File: config.mk
export PLATFORM = sky130hd
export DESIGN_NAME = quad_phase_decoder_flat
export DESIGN_NICKNAME = d
export VERILOG_FILES = /design/src/rtl/quad_phase_decoder_pkg.sv /design/src/rtl/quad_phase_decoder_if.sv /design/src/rtl/quad_phase_decoder_unfold.sv /design/src/rtl/quad_phase_decoder.sv /design/src/flat_wrapper.sv
export SDC_FILE = /design/constraint.sdc
export NUM_CORES = 1
export LEC_CHECK = 0
export BUFFER_PORTS_ARGS = -buffer_cell sky130_fd_sc_hd__buf_2
export CAP_MARGIN = 0
export CELL_PAD_IN_SITES_DETAIL_PLACEMENT = 1
export CELL_PAD_IN_SITES_GLOBAL_PLACEMENT = 1
export CORE_ASPECT_RATIO = 0.9
export CORE_UTILIZATION = 38
export DETAILED_ROUTE_END_ITERATION = 7
export PLACE_DENSITY = 0.75
export SETUP_SLACK_MARGIN = 0.4
export SYNTH_ARGS = -nofsm -noshare
export SYNTH_HDL_FRONTEND = slang
export SYNTH_SLANG_ARGS = --single-unit
File: constraint.sdc
create_clock -name clk -period 12.4 [get_ports clk]
set_input_delay 0 -clock clk [delete_from_list [all_inputs] [get_ports clk]]
set_output_delay 0 -clock clk [all_outputs]
set_load 0.005 [all_outputs]
File: src/rtl/quad_phase_decoder_pkg.sv
// Shared constants, quadrant encodings and FSM states for the
// angle/quadrant sweep path into the CORDIC core.
package cordic_pkg;

    localparam int QUARTER = 23040;
    localparam int HALF    = 46080;
    localparam int FULL    = 92160;

    localparam logic [1:0] Q_RISE0 = 2'b00;
    localparam logic [1:0] Q_FALL1 = 2'b01;
    localparam logic [1:0] Q_RISE2 = 2'b10;
    localparam logic [1:0] Q_FALL3 = 2'b11;

    typedef enum logic {
        SYNC,
        TRACK
    } state_e;

endpackage

File: src/rtl/quad_phase_decoder_if.sv
// Sample stream in, decoded phase/status out.
interface quad_phase_decoder_if #(
    parameter int ANG_W = 16,
    parameter int REV_W = 16
);
    logic             in_valid;
    logic [ANG_W-1:0] ang;
    logic [1:0]       qrt;
    logic             err_clr;
    logic             out_valid;
    logic [17:0]      phase;
    logic             sin_neg;
    logic             cos_neg;
    logic [REV_W-1:0] rev_cnt;
    logic             range_err;
    logic             seq_err;
    logic             step_err;
    logic             locked;

    modport master (
        output in_valid, ang, qrt, err_clr,
        input  out_valid, phase, sin_neg, cos_neg, rev_cnt,
        input  range_err, seq_err, step_err, locked
    );

    modport slave (
        input  in_valid, ang, qrt, err_clr,
        output out_valid, phase, sin_neg, cos_neg, rev_cnt,
        output range_err, seq_err, step_err, locked
    );

endinterface

File: src/rtl/quad_phase_decoder_unfold.sv
// Combinational unfold of (first-quadrant angle, quadrant) into
// absolute 0..360 degree phase plus sine/cosine sign flags.
module quad_unfold #(
    parameter int ANG_W   = 16,
    parameter int QUARTER = cordic_pkg::QUARTER
) (
    input  logic [ANG_W-1:0] i_ang,
    input  logic [1:0]       i_qrt,
    output logic [17:0]      o_phase,
    output logic             o_sin_neg,
    output logic             o_cos_neg,
    output logic             o_over
);
    import cordic_pkg::*;

    localparam logic [17:0] L_Q = 18'(QUARTER);
    localparam logic [17:0] L_H = 18'(2 * QUARTER);
    localparam logic [17:0] L_F = 18'(4 * QUARTER);

    logic [17:0] w_a;
    logic [17:0] w_raw;

    assign o_over = (18'(i_ang) > L_Q);
    assign w_a    = o_over ? L_Q : 18'(i_ang);

    always_comb begin
        w_raw = w_a;
        unique case (i_qrt)
            Q_RISE0: w_raw = w_a;
            Q_FALL1: w_raw = L_H - w_a;
            Q_RISE2: w_raw = L_H + w_a;
            Q_FALL3: w_raw = L_F - w_a;
            default: w_raw = w_a;
        endcase
    end

    // 360 degrees folds back onto 0
    assign o_phase   = (w_raw == L_F) ? 18'd0 : w_raw;
    assign o_sin_neg = i_qrt[1];
    assign o_cos_neg = i_qrt[1] ^ i_qrt[0];

endmodule

File: src/rtl/quad_phase_decoder.sv
// Rebuilds absolute phase from the folded sweep stream, counts
// revolutions and flags illegal range, quadrant order or step size.
module quad_phase_decoder #(
    parameter int ANG_W    = 16,
    parameter int QUARTER  = cordic_pkg::QUARTER,
    parameter int MAX_STEP = 32,
    parameter int REV_W    = 16
) (
    input logic                 clk,
    input logic                 rst,
    quad_phase_decoder_if.slave bus
);
    import cordic_pkg::*;

    localparam logic [18:0] L_FULL = 19'(4 * QUARTER);
    localparam logic [18:0] L_STEP = 19'(MAX_STEP);

    state_e           r_state;
    state_e           w_state_nxt;
    logic [17:0]      r_prev_phase;
    logic [1:0]       r_prev_qrt;
    logic             r_out_valid;
    logic [17:0]      r_phase;
    logic             r_sin_neg;
    logic             r_cos_neg;
    logic [REV_W-1:0] r_rev_cnt;
    logic             r_range_err;
    logic             r_seq_err;
    logic             r_step_err;

    logic [17:0]      w_phase;
    logic             w_sin_neg;
    logic             w_cos_neg;
    logic             w_over;
    logic [18:0]      w_diff;
    logic [18:0]      w_delta;
    logic             w_qrt_ok;
    logic             w_wrap;
    logic             w_range_new;
    logic             w_seq_new;
    logic             w_step_new;
    logic             w_rev_inc;

    quad_unfold #(
        .ANG_W   (ANG_W),
        .QUARTER (QUARTER)
    ) u_unfold (
        .i_ang     (bus.ang),
        .i_qrt     (bus.qrt),
        .o_phase   (w_phase),
        .o_sin_neg (w_sin_neg),
        .o_cos_neg (w_cos_neg),
        .o_over    (w_over)
    );

    // Forward distance modulo 360 degrees; bit 18 is the borrow
    assign w_diff   = {1'b0, w_phase} - {1'b0, r_prev_phase};
    assign w_delta  = w_diff[18] ? (w_diff + L_FULL) : w_diff;
    assign w_qrt_ok = (bus.qrt == r_prev_qrt) ||
                      (bus.qrt == 2'(r_prev_qrt + 2'd1));
    assign w_wrap   = (r_prev_qrt == Q_FALL3) && (bus.qrt == Q_RISE0);

    always_comb begin
        w_state_nxt = r_state;
        w_seq_new   = 1'b0;
        w_step_new  = 1'b0;
        w_rev_inc   = 1'b0;
        w_range_new = bus.in_valid & w_over;
        if (bus.in_valid) begin
            unique case (r_state)
                SYNC: w_state_nxt = TRACK;
                TRACK: begin
                    if (!w_qrt_ok) begin
                        w_seq_new   = 1'b1;
                        w_state_nxt = SYNC;
                    end else begin
                        w_step_new = (w_delta > L_STEP);
                        w_rev_inc  = w_wrap;
                    end
                end
                default: w_state_nxt = SYNC;
            endcase
        end
    end

    always_ff @(posedge clk) begin
        if (rst) begin
            r_state      <= SYNC;
            r_prev_phase <= '0;
            r_prev_qrt   <= '0;
            r_out_valid  <= 1'b0;
            r_phase      <= '0;
            r_sin_neg    <= 1'b0;
            r_cos_neg    <= 1'b0;
            r_rev_cnt    <= '0;
            r_range_err  <= 1'b0;
            r_seq_err    <= 1'b0;
            r_step_err   <= 1'b0;
        end else begin
            r_state     <= w_state_nxt;
            r_out_valid <= bus.in_valid;
            if (bus.in_valid) begin
                r_prev_phase <= w_phase;
                r_prev_qrt   <= bus.qrt;
                r_phase      <= w_phase;
                r_sin_neg    <= w_sin_neg;
                r_cos_neg    <= w_cos_neg;
            end
            if (w_rev_inc) begin
                r_rev_cnt <= r_rev_cnt + 1'b1;
            end
            // A fresh error outranks a simultaneous clear
            r_range_err <= (r_range_err & ~bus.err_clr) | w_range_new;
            r_seq_err   <= (r_seq_err & ~bus.err_clr) | w_seq_new;
            r_step_err  <= (r_step_err & ~bus.err_clr) | w_step_new;
        end
    end

    assign bus.out_valid = r_out_valid;
    assign bus.phase     = r_phase;
    assign bus.sin_neg   = r_sin_neg;
    assign bus.cos_neg   = r_cos_neg;
    assign bus.rev_cnt   = r_rev_cnt;
    assign bus.range_err = r_range_err;
    assign bus.seq_err   = r_seq_err;
    assign bus.step_err  = r_step_err;
    assign bus.locked    = (r_state == TRACK);

endmodule

File: src/flat_wrapper.sv
// flat-port wrapper written by rule: the top's interface ports become plain ports
module quad_phase_decoder_flat import cordic_pkg::*;
#(
    parameter int ANG_W    = 16,
    parameter int QUARTER  = cordic_pkg::QUARTER,
    parameter int MAX_STEP = 32,
    parameter int REV_W    = 16
)
  (clk, rst, bus_in_valid, bus_ang, bus_qrt, bus_err_clr, bus_out_valid, bus_phase, bus_sin_neg, bus_cos_neg, bus_rev_cnt, bus_range_err, bus_seq_err, bus_step_err, bus_locked);
  quad_phase_decoder_if #(.ANG_W(ANG_W), .REV_W(REV_W)) bus_i ();
  input logic clk;
  input logic rst;
  input wire logic [$bits(bus_i.in_valid)-1:0] bus_in_valid;
  input wire logic [$bits(bus_i.ang)-1:0] bus_ang;
  input wire logic [$bits(bus_i.qrt)-1:0] bus_qrt;
  input wire logic [$bits(bus_i.err_clr)-1:0] bus_err_clr;
  output wire logic [$bits(bus_i.out_valid)-1:0] bus_out_valid;
  output wire logic [$bits(bus_i.phase)-1:0] bus_phase;
  output wire logic [$bits(bus_i.sin_neg)-1:0] bus_sin_neg;
  output wire logic [$bits(bus_i.cos_neg)-1:0] bus_cos_neg;
  output wire logic [$bits(bus_i.rev_cnt)-1:0] bus_rev_cnt;
  output wire logic [$bits(bus_i.range_err)-1:0] bus_range_err;
  output wire logic [$bits(bus_i.seq_err)-1:0] bus_seq_err;
  output wire logic [$bits(bus_i.step_err)-1:0] bus_step_err;
  output wire logic [$bits(bus_i.locked)-1:0] bus_locked;
  assign bus_i.in_valid = bus_in_valid;
  assign bus_i.ang = bus_ang;
  assign bus_i.qrt = bus_qrt;
  assign bus_i.err_clr = bus_err_clr;
  assign bus_out_valid = bus_i.out_valid;
  assign bus_phase = bus_i.phase;
  assign bus_sin_neg = bus_i.sin_neg;
  assign bus_cos_neg = bus_i.cos_neg;
  assign bus_rev_cnt = bus_i.rev_cnt;
  assign bus_range_err = bus_i.range_err;
  assign bus_seq_err = bus_i.seq_err;
  assign bus_step_err = bus_i.step_err;
  assign bus_locked = bus_i.locked;
  quad_phase_decoder #(.ANG_W(ANG_W), .QUARTER(QUARTER), .MAX_STEP(MAX_STEP), .REV_W(REV_W)) u_core (.clk(clk), .rst(rst), .bus(bus_i));
endmodule
==> summary.md, run 1 <==
The flow ran to the end, and the final reports show no timing, DRC or antenna violations. At the pin with the least slew margin, the transition time is 860.3 ps. Detailed placement ended at an HPWL of 9.225 mm. Power density of the placed cells: 100.1 nW/um2.

The worst setup path is captured at a flop. Dividing the detail-routed via count by the number of cells gives 5.736. Summing the sequential cell areas from Yosys gives 21.81% of the chip area. Hold repair after CTS inserted 0 buffers.

Summed over its instances, the top area cell type makes up 21.81% of the synthesized netlist area. Row generation in the floorplan step produced 34 rows. The repair_antennas step left the layout with diodes totalling 0.

The clock period minus final worst setup slack is 5525 ps, and the effective utilization at floorplan is 39.57%. The maximum clock skew at final layout is 6.491 ps. Yosys mapped the design onto 61 distinct sky130hd cell types. The layout-stage area growth over the synthesis result was 12.56%. The tools report the number of antenna violations at the first check in global routing as 0. The post-route worst setup slack was 6875 ps; the H-tree depth reported by CTS was 2.

The floorplan core area is 9742 um2. Data on the critical path is required at its endpoint by 12560 ps. The net switching fraction of the power works out to 40.64%.

For the worst slack at placement, the log shows 6585 ps. The final-layout setup total negative slack is 0 ps, and the buffer levels on the longest clock path is 2. For this run, design rule violations remaining after detail routing come to 0.

Routability-driven placement finished with a final weighted congestion of 0.8885. The highest fanout seen on the critical path was 13. The main flop type after synthesis is sky130_fd_sc_hd__dfxtp_1. For this design the total switching power over the nets is 176.6 uW. Internal power comes to 257.9 uW. The mapped netlist covers 3855 um2.

The count of endpoints failing setup in the final report was 0; the TritonCTS buffer count was 5. The top cell types in the final layout, fill and taps aside, are 66 x sky130_fd_sc_hd__nor2_1, 62 x sky130_fd_sc_hd__buf_2, 44 x sky130_fd_sc_hd__inv_1. The via count of the first global-routing pass is 3999. The tools report the total global-route track usage as 23.03%. In this run the remaining antenna-violating nets after routing total 0. The Yosys step of the flow raised 0 warnings.

The number of gates given a new drive strength after cts came out at 0. Initial DRC count: 162. Combinational cells account for 45.2% of the total power. The worst hold path belongs to the class input port to flop. The die span in x is 108.2 um.

The worst-case IR drop observed on VDD is 57.23 uV. The post-synthesis net count was 579. The number of hold violations in the final report came out at 0.

At the later pin of the worst-skew pair, clock insertion delay measures 310 ps. The critical path startpoint category was an input port. The run gives 5680 ps as the arrival time at the worst endpoint. The tree built by TritonCTS fans out to 42 sinks. Counting flops and latches in the post-synthesis netlist gives 42.

The first global-routing pass estimated 19.55 mm of wire. The clock network burns 21.8% of the power. Clock-pin slew was measured on the worst setup and hold paths at 90 ps. The critical path in this run is classified as input port to flop. In the post-synthesis netlist, the biggest area contributors are sky130_fd_sc_hd__dfxtp_1 22%, sky130_fd_sc_hd__ha_1 10%, sky130_fd_sc_hd__nor2_1 6.4%. The library cell occupying the most area in the post-synthesis netlist was sky130_fd_sc_hd__dfxtp_1.

For the worst slew margin relative to its limit, the log shows 42.64%. The total number of nets in the final design is 627, and the synthesized area per cell is 7.343 um2. The overall via count from detail_route was 4015. Summed over all cells, the static leakage comes to 0.001915 uW. The post-route netlist has 13.59% of its cells at a drive strength greater than 1. The count of input and output buffers is 62. The synthesized design contains 0 enable-type register cells.

TritonCTS built the clock tree. Once the clock tree was built, the setup fixing pass inserted 0 buffers. Setup repair after global routing left no endpoint under its margin.

The relative contribution of sequential cells to total power is 33.0%, and the share of synthesized registers carrying an async set or reset is 0%. The most common cell after layout, fill and taps aside is sky130_fd_sc_hd__nor2_1. In the final routed layout, each cell accounts on average for 16.74 um. Length of the first detailed-routing pass in iterations: 4. The die covers 10550 um2.

The die extent in y is 97.55 um, and the total global routing overflow is 0. In the finished design, the share of the clock period the worst path needs comes to 44.55%. Derived from the worst setup path, the maximum achievable clock frequency is 181.0 MHz.

The logs give 0 for the count of maximum capacitance violations and 525 for the cell count after synthesis. For the count of final max-slew check failures, the log shows 0. The final layout contains routed wiring with a total length of 11.72 mm. The number of top-level pins was 63; the maximum number of pins on one net before global-route repair was 43. Root buffer cell: sky130_fd_sc_hd__clkbuf_8.
routing by layer:
| metal | routed length [um] | up-vias | share of wire [%] | track usage, % |
|---|---|---|---|---|
| met1 | 5447 | 1960 | 46 | 29.50 |
| met3 | 417 | 7 | 3.6 | 3.689 |
| met5 | 0 | - | 0 | 0 |
| li1 | - | 1987 | - | - |
| met4 | 76 | 0 | 0.65 | 4.320 |
| met2 | 5776 | 61 | 49 | 40.27 |
critical path, cell delays in order:
cell and delay (ps):
sky130_fd_sc_hd__buf_2 140, sky130_fd_sc_hd__or2_2 320, sky130_fd_sc_hd__a21oi_1 670, sky130_fd_sc_hd__nand2_1 220, sky130_fd_sc_hd__inv_1 210, sky130_fd_sc_hd__ha_1 250, sky130_fd_sc_hd__nor3_1 80, sky130_fd_sc_hd__nand2b_1 150
sky130_fd_sc_hd__a21oi_1 140, sky130_fd_sc_hd__o21ai_0 180, sky130_fd_sc_hd__inv_1 100, sky130_fd_sc_hd__nand4_1 90, sky130_fd_sc_hd__nor4_1 320, sky130_fd_sc_hd__and4b_1 410, sky130_fd_sc_hd__nor2_1 80, sky130_fd_sc_hd__ha_1 340
sky130_fd_sc_hd__nand2_1 100, sky130_fd_sc_hd__o21ai_0 120, sky130_fd_sc_hd__and2_1 180, sky130_fd_sc_hd__a211o_1 320, sky130_fd_sc_hd__a221oi_1 310, sky130_fd_sc_hd__xnor2_1 270, sky130_fd_sc_hd__or3b_2 490, sky130_fd_sc_hd__nand3_1 100
sky130_fd_sc_hd__a311oi_1 80
cells in the mapped netlist, types with 3 or more instances:
| cell | instances |
|---|---|
| sky130_fd_sc_hd__o21ai_0 | 24 |
| sky130_fd_sc_hd__ha_1 | 31 |
| sky130_fd_sc_hd__nand2_1 | 33 |
| sky130_fd_sc_hd__a211o_1 | 3 |
| sky130_fd_sc_hd__nand3b_1 | 5 |
| sky130_fd_sc_hd__nor4_1 | 3 |
| sky130_fd_sc_hd__o32ai_1 | 4 |
| sky130_fd_sc_hd__inv_1 | 44 |
| sky130_fd_sc_hd__nand4_1 | 6 |
| sky130_fd_sc_hd__o32a_1 | 3 |
| sky130_fd_sc_hd__a31oi_1 | 9 |
| sky130_fd_sc_hd__dfxtp_1 | 42 |
| sky130_fd_sc_hd__and2_1 | 5 |
| sky130_fd_sc_hd__nor3_1 | 20 |
| sky130_fd_sc_hd__o211ai_1 | 4 |
| sky130_fd_sc_hd__a211oi_1 | 7 |
| sky130_fd_sc_hd__a21oi_1 | 38 |
| sky130_fd_sc_hd__a2111oi_0 | 4 |
| sky130_fd_sc_hd__a311oi_1 | 3 |
| sky130_fd_sc_hd__mux2i_1 | 18 |
| sky130_fd_sc_hd__nand2b_1 | 14 |
| sky130_fd_sc_hd__or3_1 | 4 |
| sky130_fd_sc_hd__o22ai_1 | 3 |
| sky130_fd_sc_hd__and3_1 | 10 |
| sky130_fd_sc_hd__o31ai_1 | 3 |
| sky130_fd_sc_hd__xnor2_1 | 11 |
| sky130_fd_sc_hd__nor2b_1 | 5 |
| sky130_fd_sc_hd__clkbuf_1 | 19 |
| sky130_fd_sc_hd__o2111ai_1 | 3 |
| sky130_fd_sc_hd__o21a_1 | 3 |
| sky130_fd_sc_hd__xor2_1 | 15 |
| sky130_fd_sc_hd__nand3_1 | 16 |
| sky130_fd_sc_hd__a21o_1 | 12 |
| sky130_fd_sc_hd__nor2_1 | 66 |
per-stage QoR:
step / utilization [%] / area, um2 / hold WS [ps] / total power, uW / instances
final: 44.54 / 4339 / 17.24 / 434.5 / 700
after global routing: 44.54 / 4339 / 36.17 / 469.1 / 700
after CTS: 44.54 / 4339 / 6.200 / 438.6 / 700
after detailed placement: 43.58 / 4245 / 339.3 / 341.0 / 692
after global placement: 43.58 / 4245 / 318.6 / 333.6 / 692
after floorplan: - / 3855 / 147.7 / 291.8 / 525
flip-flops by register name (all words and copies together) (netlist names):
name                  flops
u_core.bus.locked         1
u_core.r_prev_qrt         1
u_core.bus.phase         18
u_core.bus.rev_cnt       16
u_core.bus.range_err      1
u_core.bus.cos_neg        1
u_core.bus.step_err       1
u_core.bus.out_valid      1
u_core.bus.sin_neg        1
u_core.bus.seq_err        1
kinds of logic after synthesis:
logic type | count (synthesis) | share of synthesized area (%)
AOI/OAI and AO/OA | 140 | 24.44
xor gates and xnor gates | 26 | 5.907
adders and majority gates | 32 | 10.58
buffers and inverters | 66 | 6.491
DFF | 42 | 21.81
muxes | 18 | 4.674
other | 1 | 0.09728
and+or+nand+nor | 200 | 26.00
path summary, 6_finish.rpt:
path | from | endpoint | slack [ps] | cells after the start
max | bus_ang[9] | u_core.bus.step_err | 6880 | 25
min | bus_err_clr | u_core.bus.seq_err | 20 | 3
max reg2reg | u_core.bus.phase[0] | u_core.bus.step_err | 8620 | 13
min reg2reg | u_core.bus.phase[17] | u_core.bus.phase[17] | 480 | 2
area by class of cell:
type                            instances  area [um2]
Sequential cell                        42       840.8
Clock inverter                          3       25.02
Fill cell                            1237        5403
Timing Repair Buffer                   63       317.8
Inverter                               44       165.2
Clock buffer                            5       68.82
Tap cell                              126       157.7
Multi-Input combinational cell        417        2764
power groups by stage:
stage	combinational (uW)	clock, uW	sequential, uW
CTS	195	99.8	144
global route	219	106	144
detailed placement	194	0	147
global placement	187	0	146
floorplan	146	0	146
finish	196	94.7	143
No activity file was read; power rests on OpenSTA's default activity.
==> run 2, diff against run 1 <==
--- a/config.mk
+++ b/config.mk
@@ -5,6 +5,7 @@
 export SDC_FILE = /design/constraint.sdc
 export NUM_CORES = 1
 export LEC_CHECK = 0
+export ABC_AREA = 1
 export BUFFER_PORTS_ARGS = -buffer_cell sky130_fd_sc_hd__buf_2
 export CAP_MARGIN = 0
 export CELL_PAD_IN_SITES_DETAIL_PLACEMENT = 1
@@ -12,7 +13,7 @@
 export CORE_ASPECT_RATIO = 0.9
 export CORE_UTILIZATION = 38
 export DETAILED_ROUTE_END_ITERATION = 7
-export PLACE_DENSITY = 0.75
+export PLACE_DENSITY = 0.78
 export SETUP_SLACK_MARGIN = 0.4
 export SYNTH_ARGS = -nofsm -noshare
 export SYNTH_HDL_FRONTEND = slang
==> constraint.sdc (replaced) <==
create_clock -name clk -period 5.55 [get_ports clk]
set_input_delay 0 -clock clk [delete_from_list [all_inputs] [get_ports clk]]
set_output_delay 0 -clock clk [all_outputs]
set_load 0.005 [all_outputs]
==> summary.md, run 2 <==
The total overflow left after global routing is 0. When the netlist entered floorplanning its net count stood at 743. The depth of the most critical reg-to-reg path was 22; the relative contribution of sequential cells to total power was 28.8%.

Class of the tightest hold or removal check: input port to flop. Once the floorplan was initialized, standard cells occupied 39.82% of the core. Setup repair after global routing left no endpoint under its margin. Before antenna repair, the detailed router went through 4 iterations. At the pin with the least slew margin, the transition time is 741.2 ps. Power spread over the standard cell area amounts to 238.4 nW/um2. The most numerous cell in the Yosys netlist was sky130_fd_sc_hd__nand2_1. The via count of the first global-routing pass is 4744, and the clock share of power is 27.3%. From bottom edge to top edge, the die measures 101.4 um. At the worst endpoint, the required time is 5710 ps.

Along the worst path, the maximum fanout reaches 36. Along the worst hold path, the cell count comes to 4. For this block, the routed nets add up to 13.71 mm of wire. The number of different library cells used by synthesis comes to 43. Start of the worst register-to-register path: u_core.bus.phase[2].

STA classifies the critical path startpoint as an input port. The commonest cells after synthesis are 151 x sky130_fd_sc_hd__nand2_1, 110 x sky130_fd_sc_hd__inv_1, 72 x sky130_fd_sc_hd__nand3_1. The floorplan has 35 rows. The synthesized area per cell is 6.049 um2, and the floorplan core area is 10470 um2. The Yosys step of the flow raised 0 warnings. Summed over all failing endpoints, the final setup total negative slack is 0 ps. The clock-pin slew reported for the worst setup and hold paths after clock tree synthesis was 70 ps; the die span in x was 112.4 um. The count of endpoints failing setup in the final report is 0. The type of the worst setup path was input port to flop. The tool flagged a number of max-cap violations equal to 0. The tree built by TritonCTS fans out to 42 sinks. The worst hold path terminates at u_core.bus.seq_err. Synthesis produced 689 cells. Worst flop-to-flop path endpoint: u_core.bus.step_err.

The tools report the maximum clock skew at final layout as 5.106 ps. The total number of nets in the final design is 796, and the number of enable flip-flop cells after synthesis is 0. For this run, the total global-route usage over all layers was measured as 24.80%. For the worst slack at placement, the log shows 495.7 ps.

The buffer levels on the longest clock path is 2, and the count of antenna-violating nets left after detailed routing is 0. For the summed instance area of the synthesized netlist, the log shows 4168 um2. In the routed design, unresolved DRC markers number 0. Summed over all nets, the half-perimeter wirelength after detailed placement is 11.11 mm. The maximum resistive drop on vdd came out at 123.0 uV. TritonCTS built the clock tree. The count of input and output buffers came out at 62. Clock tree synthesis selected as its root buffer the cell sky130_fd_sc_hd__clkbuf_16. The run gives 0 as the number of antenna violations at the first check in global routing. At the end of routability-driven placement, the weighted congestion stood at 0.8966. The startpoint identified for the worst hold timing path is bus_err_clr.

Counting I/O delays and the setup requirement, the final critical path takes 4581 ps. The combinational fraction of design power is 43.9%, and the delay of the slowest critical-path stage is 340 ps. The number of top-level pins came out at 63. For this design the total switching power over the nets is 469.2 uW.

The number of flip-flops in the largest register works out to 18. Data arrives at the worst endpoint at 4740 ps. The run gives 2 as the H-tree depth reported by CTS. Nature of the critical path endpoint: a flop.

The number of diodes added for antenna fixing was 0. The tools report the initial DRC count as 158. The logs give 218.3 MHz for the peak clock frequency supported by timing and 0 for the number of hold violations in the final report. Leaving out fill and tap cells, the most frequent cell in the layout is sky130_fd_sc_hd__nand2_1. The portion of the post-synthesis area used by sequential elements was 20.17%; the area fraction of the dominant cell type after synthesis was 20.17%. On the critical path, the stage with the largest delay is an instance of sky130_fd_sc_hd__ha_1. Overall via count from detail_route: 4759. The number of clock buffers added by TritonCTS is 5. Wire length of the first global-routing pass: 22.65 mm.

Of the total power, the share spent switching nets is 41.75%. The count of final max-slew check failures is 0. Share of cells above drive strength 1: 13.46%.

Using the TritonRoute via totals, the vias-per-cell ratio works out to 5.458. The top cell types in the final layout, fill and taps aside, are 151 x sky130_fd_sc_hd__nand2_1, 110 x sky130_fd_sc_hd__inv_1, 72 x sky130_fd_sc_hd__nand3_1. The run finished with clean final reports.

The final clock period utilization by the worst path was 82.55%. The share of synthesized registers carrying an async set or reset works out to 0%. In the synthesized netlist the dominant register cell turns out to be sky130_fd_sc_hd__dfxtp_1.

The later pin in the worst-skew pair is clocked with a latency of 300 ps. The register-to-register path setup slack was 2570 ps; the worst slew margin relative to its limit was 49.94%. Ranked by total cell area, the synthesized netlist is headed by sky130_fd_sc_hd__dfxtp_1 20%, sky130_fd_sc_hd__nand2_1 14%, sky130_fd_sc_hd__inv_1 9.9%. Counting flops and latches in the post-synthesis netlist gives 42. Setup slack closes at 968.7 ps.

The layout-stage area growth over the synthesis result works out to 13.09%. The cell repeated most along the worst path is sky130_fd_sc_hd__nor2_1. Internal power comes to 654.7 uW.

The tools report the startpoint of the most critical setup path as bus_ang[2]. Entering global routing, the biggest net connects 37 pins. sky130_fd_sc_hd__dfxtp_1 takes more of the synthesized area than any other cell.

The area of the die is 11390 um2, and the average wire per standard cell is 15.72 um. Summed over all cells, the static leakage comes to 0.002366 uW.
run 2: cell types whose count changed after synthesis, moves of 14 or more:
cell,before,now
sky130_fd_sc_hd__a21oi_1,38,67
sky130_fd_sc_hd__inv_1,44,110
sky130_fd_sc_hd__mux2i_1,18,0
sky130_fd_sc_hd__nand2_1,33,151
sky130_fd_sc_hd__nand2b_1,14,0
sky130_fd_sc_hd__nand3_1,16,72
sky130_fd_sc_hd__o21ai_0,24,46
run 2: repair_timing:
item                                    4_1_cts  5_1_grt
setup buffers                                 0        0
gates resized for setup                       0        5
endpoints found under the setup margin        0        1
hold buffers                                  0        0
run 2: logic make-up after synthesis:
group / synth area share [%]
xor+xnor: 3.152
fa+ha+maj: 9.787
other cells: 0.08998
simple gates: 34.22
compound gates: 19.72
buf+inv: 12.85
flops: 20.17
run 2: cell type report:
class                           count  area [um2]
Fill cell                        1457        5753
Multi-Input combinational cell    514        2810
Sequential cell                    42       840.8
Inverter                          117       441.7
Timing Repair Buffer               62       310.3
Tap cell                          129       161.4
Clock buffer                        5       125.1
Clock inverter                      3       23.77
run 2: stage by stage:
step / cells / hold slack [ps] / area (um2) / total power (uW) / utilization [%]
after floorplan: 689 / 187.0 / 4168 / 683.2 / -
final: 872 / 66.67 / 4713 / 1124 / 45.03
after CTS: 872 / 57.43 / 4695 / 1126 / 44.85
after global placement: 864 / 373.8 / 4546 / 789.4 / 43.43
after detailed placement: 864 / 373.8 / 4546 / 810.9 / 43.43
after global routing: 872 / 87.51 / 4713 / 1209 / 45.03
run 2: worst max-delay path by stage:
stage,to,cells after the start,slack [ps]
2_1_floorplan,u_core.bus.step_err,35,1550
3_3_place_gp,u_core.bus.step_err,35,810
3_5_place_dp,u_core.bus.step_err,35,500
4_1_cts,u_core.bus.step_err,35,790
5_1_grt,u_core.bus.step_err,35,510
6_report,u_core.bus.step_err,36,970
run 2: power groups by stage:
stage	Combinational (uW)	Clock [uW]	Sequential, uW
6_report	493	307	323
5_1_grt	554	329	325
4_1_cts	485	317	323
3_5_place_dp	480	0	330
3_3_place_gp	460	0	330
2_1_floorplan	353	0	330
run 2: worst max-delay path, delay by kind of cell:
family | cells | cell delay [ps]
buffers and inverters | 5 | 470
AO/OA/AOI/OAI | 3 | 400
AND/OR/NAND/NOR | 24 | 2800
adder cells (fa/ha/maj) | 3 | 830
XOR/XNOR | 1 | 220
run 2: layer usage:
layer  track usage, %  part of all wire [%]  wire [um]  vias to the layer above
met2            46.11                    49       6718                      104
met4            6.154                   1.3        180                        0
li1                 -                     -          -                     2350
met1            29.67                    45       6105                     2292
met5                0                     0          0                        -
met3            4.488                   5.1        703                       13
==> run 3, diff against run 2 <==
==> constraint.sdc (replaced) <==
create_clock -name clk -period 4.4 [get_ports clk]
set_input_delay 0 -clock clk [delete_from_list [all_inputs] [get_ports clk]]
set_output_delay 0 -clock clk [all_outputs]
set_load 0.005 [all_outputs]
==> summary.md, run 3 (same netlist as run 2, synthesis figures left out) <==
Data arrives at the worst endpoint at 4420 ps. STA classifies the critical path endpoint as a flop. The logs give 0 for the number of hold violations in the final report and 25.65% for the total global-route track usage. The first global-routing pass estimated 23.62 mm of wire. In this run the cell area measured after placement is 4696 um2. Setup repair after global routing could not meet its margin everywhere. Root buffer cell: sky130_fd_sc_hd__clkbuf_16. Summed over all nets, the half-perimeter wirelength after detailed placement is 11.21 mm. Average wire per standard cell: 17.14 um. The library cell used most frequently in the layout, excluding fill and tap cells, is sky130_fd_sc_hd__nand2_1. In this run the deepest clock path goes through 2 buffers. The area of the die came out at 11390 um2.

In the layout the commonest cells are 142 x sky130_fd_sc_hd__nand2_1, 103 x sky130_fd_sc_hd__inv_1, 64 x sky130_fd_sc_hd__nand3_1. The insertion delay to the later sink of the worst-skew pair is 290 ps, and the H-tree depth reported by CTS is 2. The run finished with clean final reports. Number of fillers in the final layout: 1425. The maximum resistive drop on vdd came out at 163.6 uV.

Setup violations remaining at the end of the flow were counted as 0. The overall via count from detail_route came out at 4956. For the maximum number of pins on one net before global-route repair, the log shows 27. The via density per instance was 5.452. In this design, the critical path's most frequently occurring cell is sky130_fd_sc_hd__nand2_1.

The floorplan core area is 10470 um2, and the number of diodes added for antenna fixing is 0. Measured along the x axis, the die boundary spans 112.4 um. For the aggregate routed wire length, the log shows 15.58 mm. The class of the tightest hold or removal check was input port to flop. For the worst setup path, the data required time is 4630 ps. Before antenna repair, the detailed router went through 4 iterations. The number of top-level pins came out at 63. TritonCTS buffer count: 5.

Headroom to the max-slew limit came out at 44.04%. The total number of nets in the final design is 833. Critical-path cell with the highest stage delay: sky130_fd_sc_hd__ha_4. The worst path needs 4192 ps of the cycle, external delays included.

The register with the most flip-flops in the layout has 18 of them. Once the floorplan was initialized, standard cells occupied 39.82% of the core. The floorplan has 35 rows. The initial DRC count came out at 235.

The number of antenna violations at the first check in global routing came out at 0. The number of buffers added to fix hold violations after cts is 0. Summed over all cells, the static leakage comes to 0.002606 uW. Setup total negative slack on the finished layout was measured at 0 ps.

Between clock sinks in the finished design, the worst skew comes to 7.659 ps. Summing all non-filler instances in the final layout gives an area of 5340 um2. The peak clock frequency supported by timing is 238.6 MHz, and the via count of the first global-routing pass is 5049.

The delay of the slowest critical-path stage is 310 ps, and the clock-pin slew reported for the worst setup and hold paths after clock tree synthesis is 70 ps. After detailed routing, the number of remaining DRC violations is 0. Across the run, the number of max-cap violations was 0. After global routing the overflow that remains totals 0. TritonCTS built the clock tree. The final estimated routing congestion in global placement was 0.9026.

The count of input and output buffers works out to 62. Of the available clock period, the critical path in the final layout requires 95.26%. The power density of the placed cells works out to 298.7 nW/um2.

The total number of clock tree sinks came out at 42. The logs give 0 for the count of final max-slew check failures and 0 for the count of antenna-violating nets left after detailed routing. Of the cells placed in the final design, the portion with a size suffix greater than 1 is 25.00%. From synthesis to final layout, the design area changed by 28.13%. The post-layout utilization of the core was 51.02%. The critical path startpoint category was an input port. Along the worst path, the maximum fanout reaches 6. In this run the register-to-register setup slack is 1410 ps. At the pin with the least slew margin, the transition time is 828.5 ps. From bottom edge to top edge, the die measures 101.4 um. Type of the worst setup path: input port to flop.
run 3: metal layers:
layer	part of all wire (%)	track usage [%]
met1	42	30.16
met2	51	48.73
met3	4.2	4.428
met4	2.4	6.051
met5	0	0
run 3: through the flow:
step | instances | total power, uW | setup WS, ps | hold WS [ps]
after global routing | 909 | 1697 | -112.6 | 62.46
after floorplan | 689 | 861.7 | 402.0 | 187.0
after detailed placement | 884 | 1039 | -290.1 | 362.1
after CTS | 896 | 1448 | 410.4 | 53.03
after global placement | 884 | 1018 | -6.377 | 358.8
final | 909 | 1595 | 208.4 | 49.57
run 3: worst paths after layout:
kind                         from              endpoint  cells past startpoint
min reg2reg  u_core.bus.phase[17]  u_core.bus.phase[17]                      2
min                   bus_err_clr    u_core.bus.seq_err                      4
max                   bus_ang[12]   u_core.bus.step_err                     35
max reg2reg   u_core.bus.phase[2]   u_core.bus.step_err                     20
run 3: cell type report:
type / instances / area, um2 / share of cell area [%]
multi-input cells: 514 / 3113 / 58.29
clock buffers: 5 / 125.1 / 2.343
repair buffers: 99 / 626.9 / 11.74
flip-flops and latches: 42 / 840.8 / 15.75
well taps: 129 / 161.4 / 3.022
inverters: 117 / 449.2 / 8.411
clock inverters: 3 / 23.77 / 0.4452
run 3: repair_timing:
action	CTS	global route
pin swaps	3	39
setup buffers	4	13
setup endpoints to repair	1	1
gates resized for setup	11	87
run 3: report_power, final:
group	internal (uW)	switching [uW]
clock	213	171
sequential	397	13.2
combinational	305	496
total	914	681
run 3: critical path, delay by kind of cell:
kind            cells  cell delay, ps
buf+inv             8             720
fa+ha+maj           2             530
simple gates       18            1950
xor+xnor            1             140
compound gates      6            1070
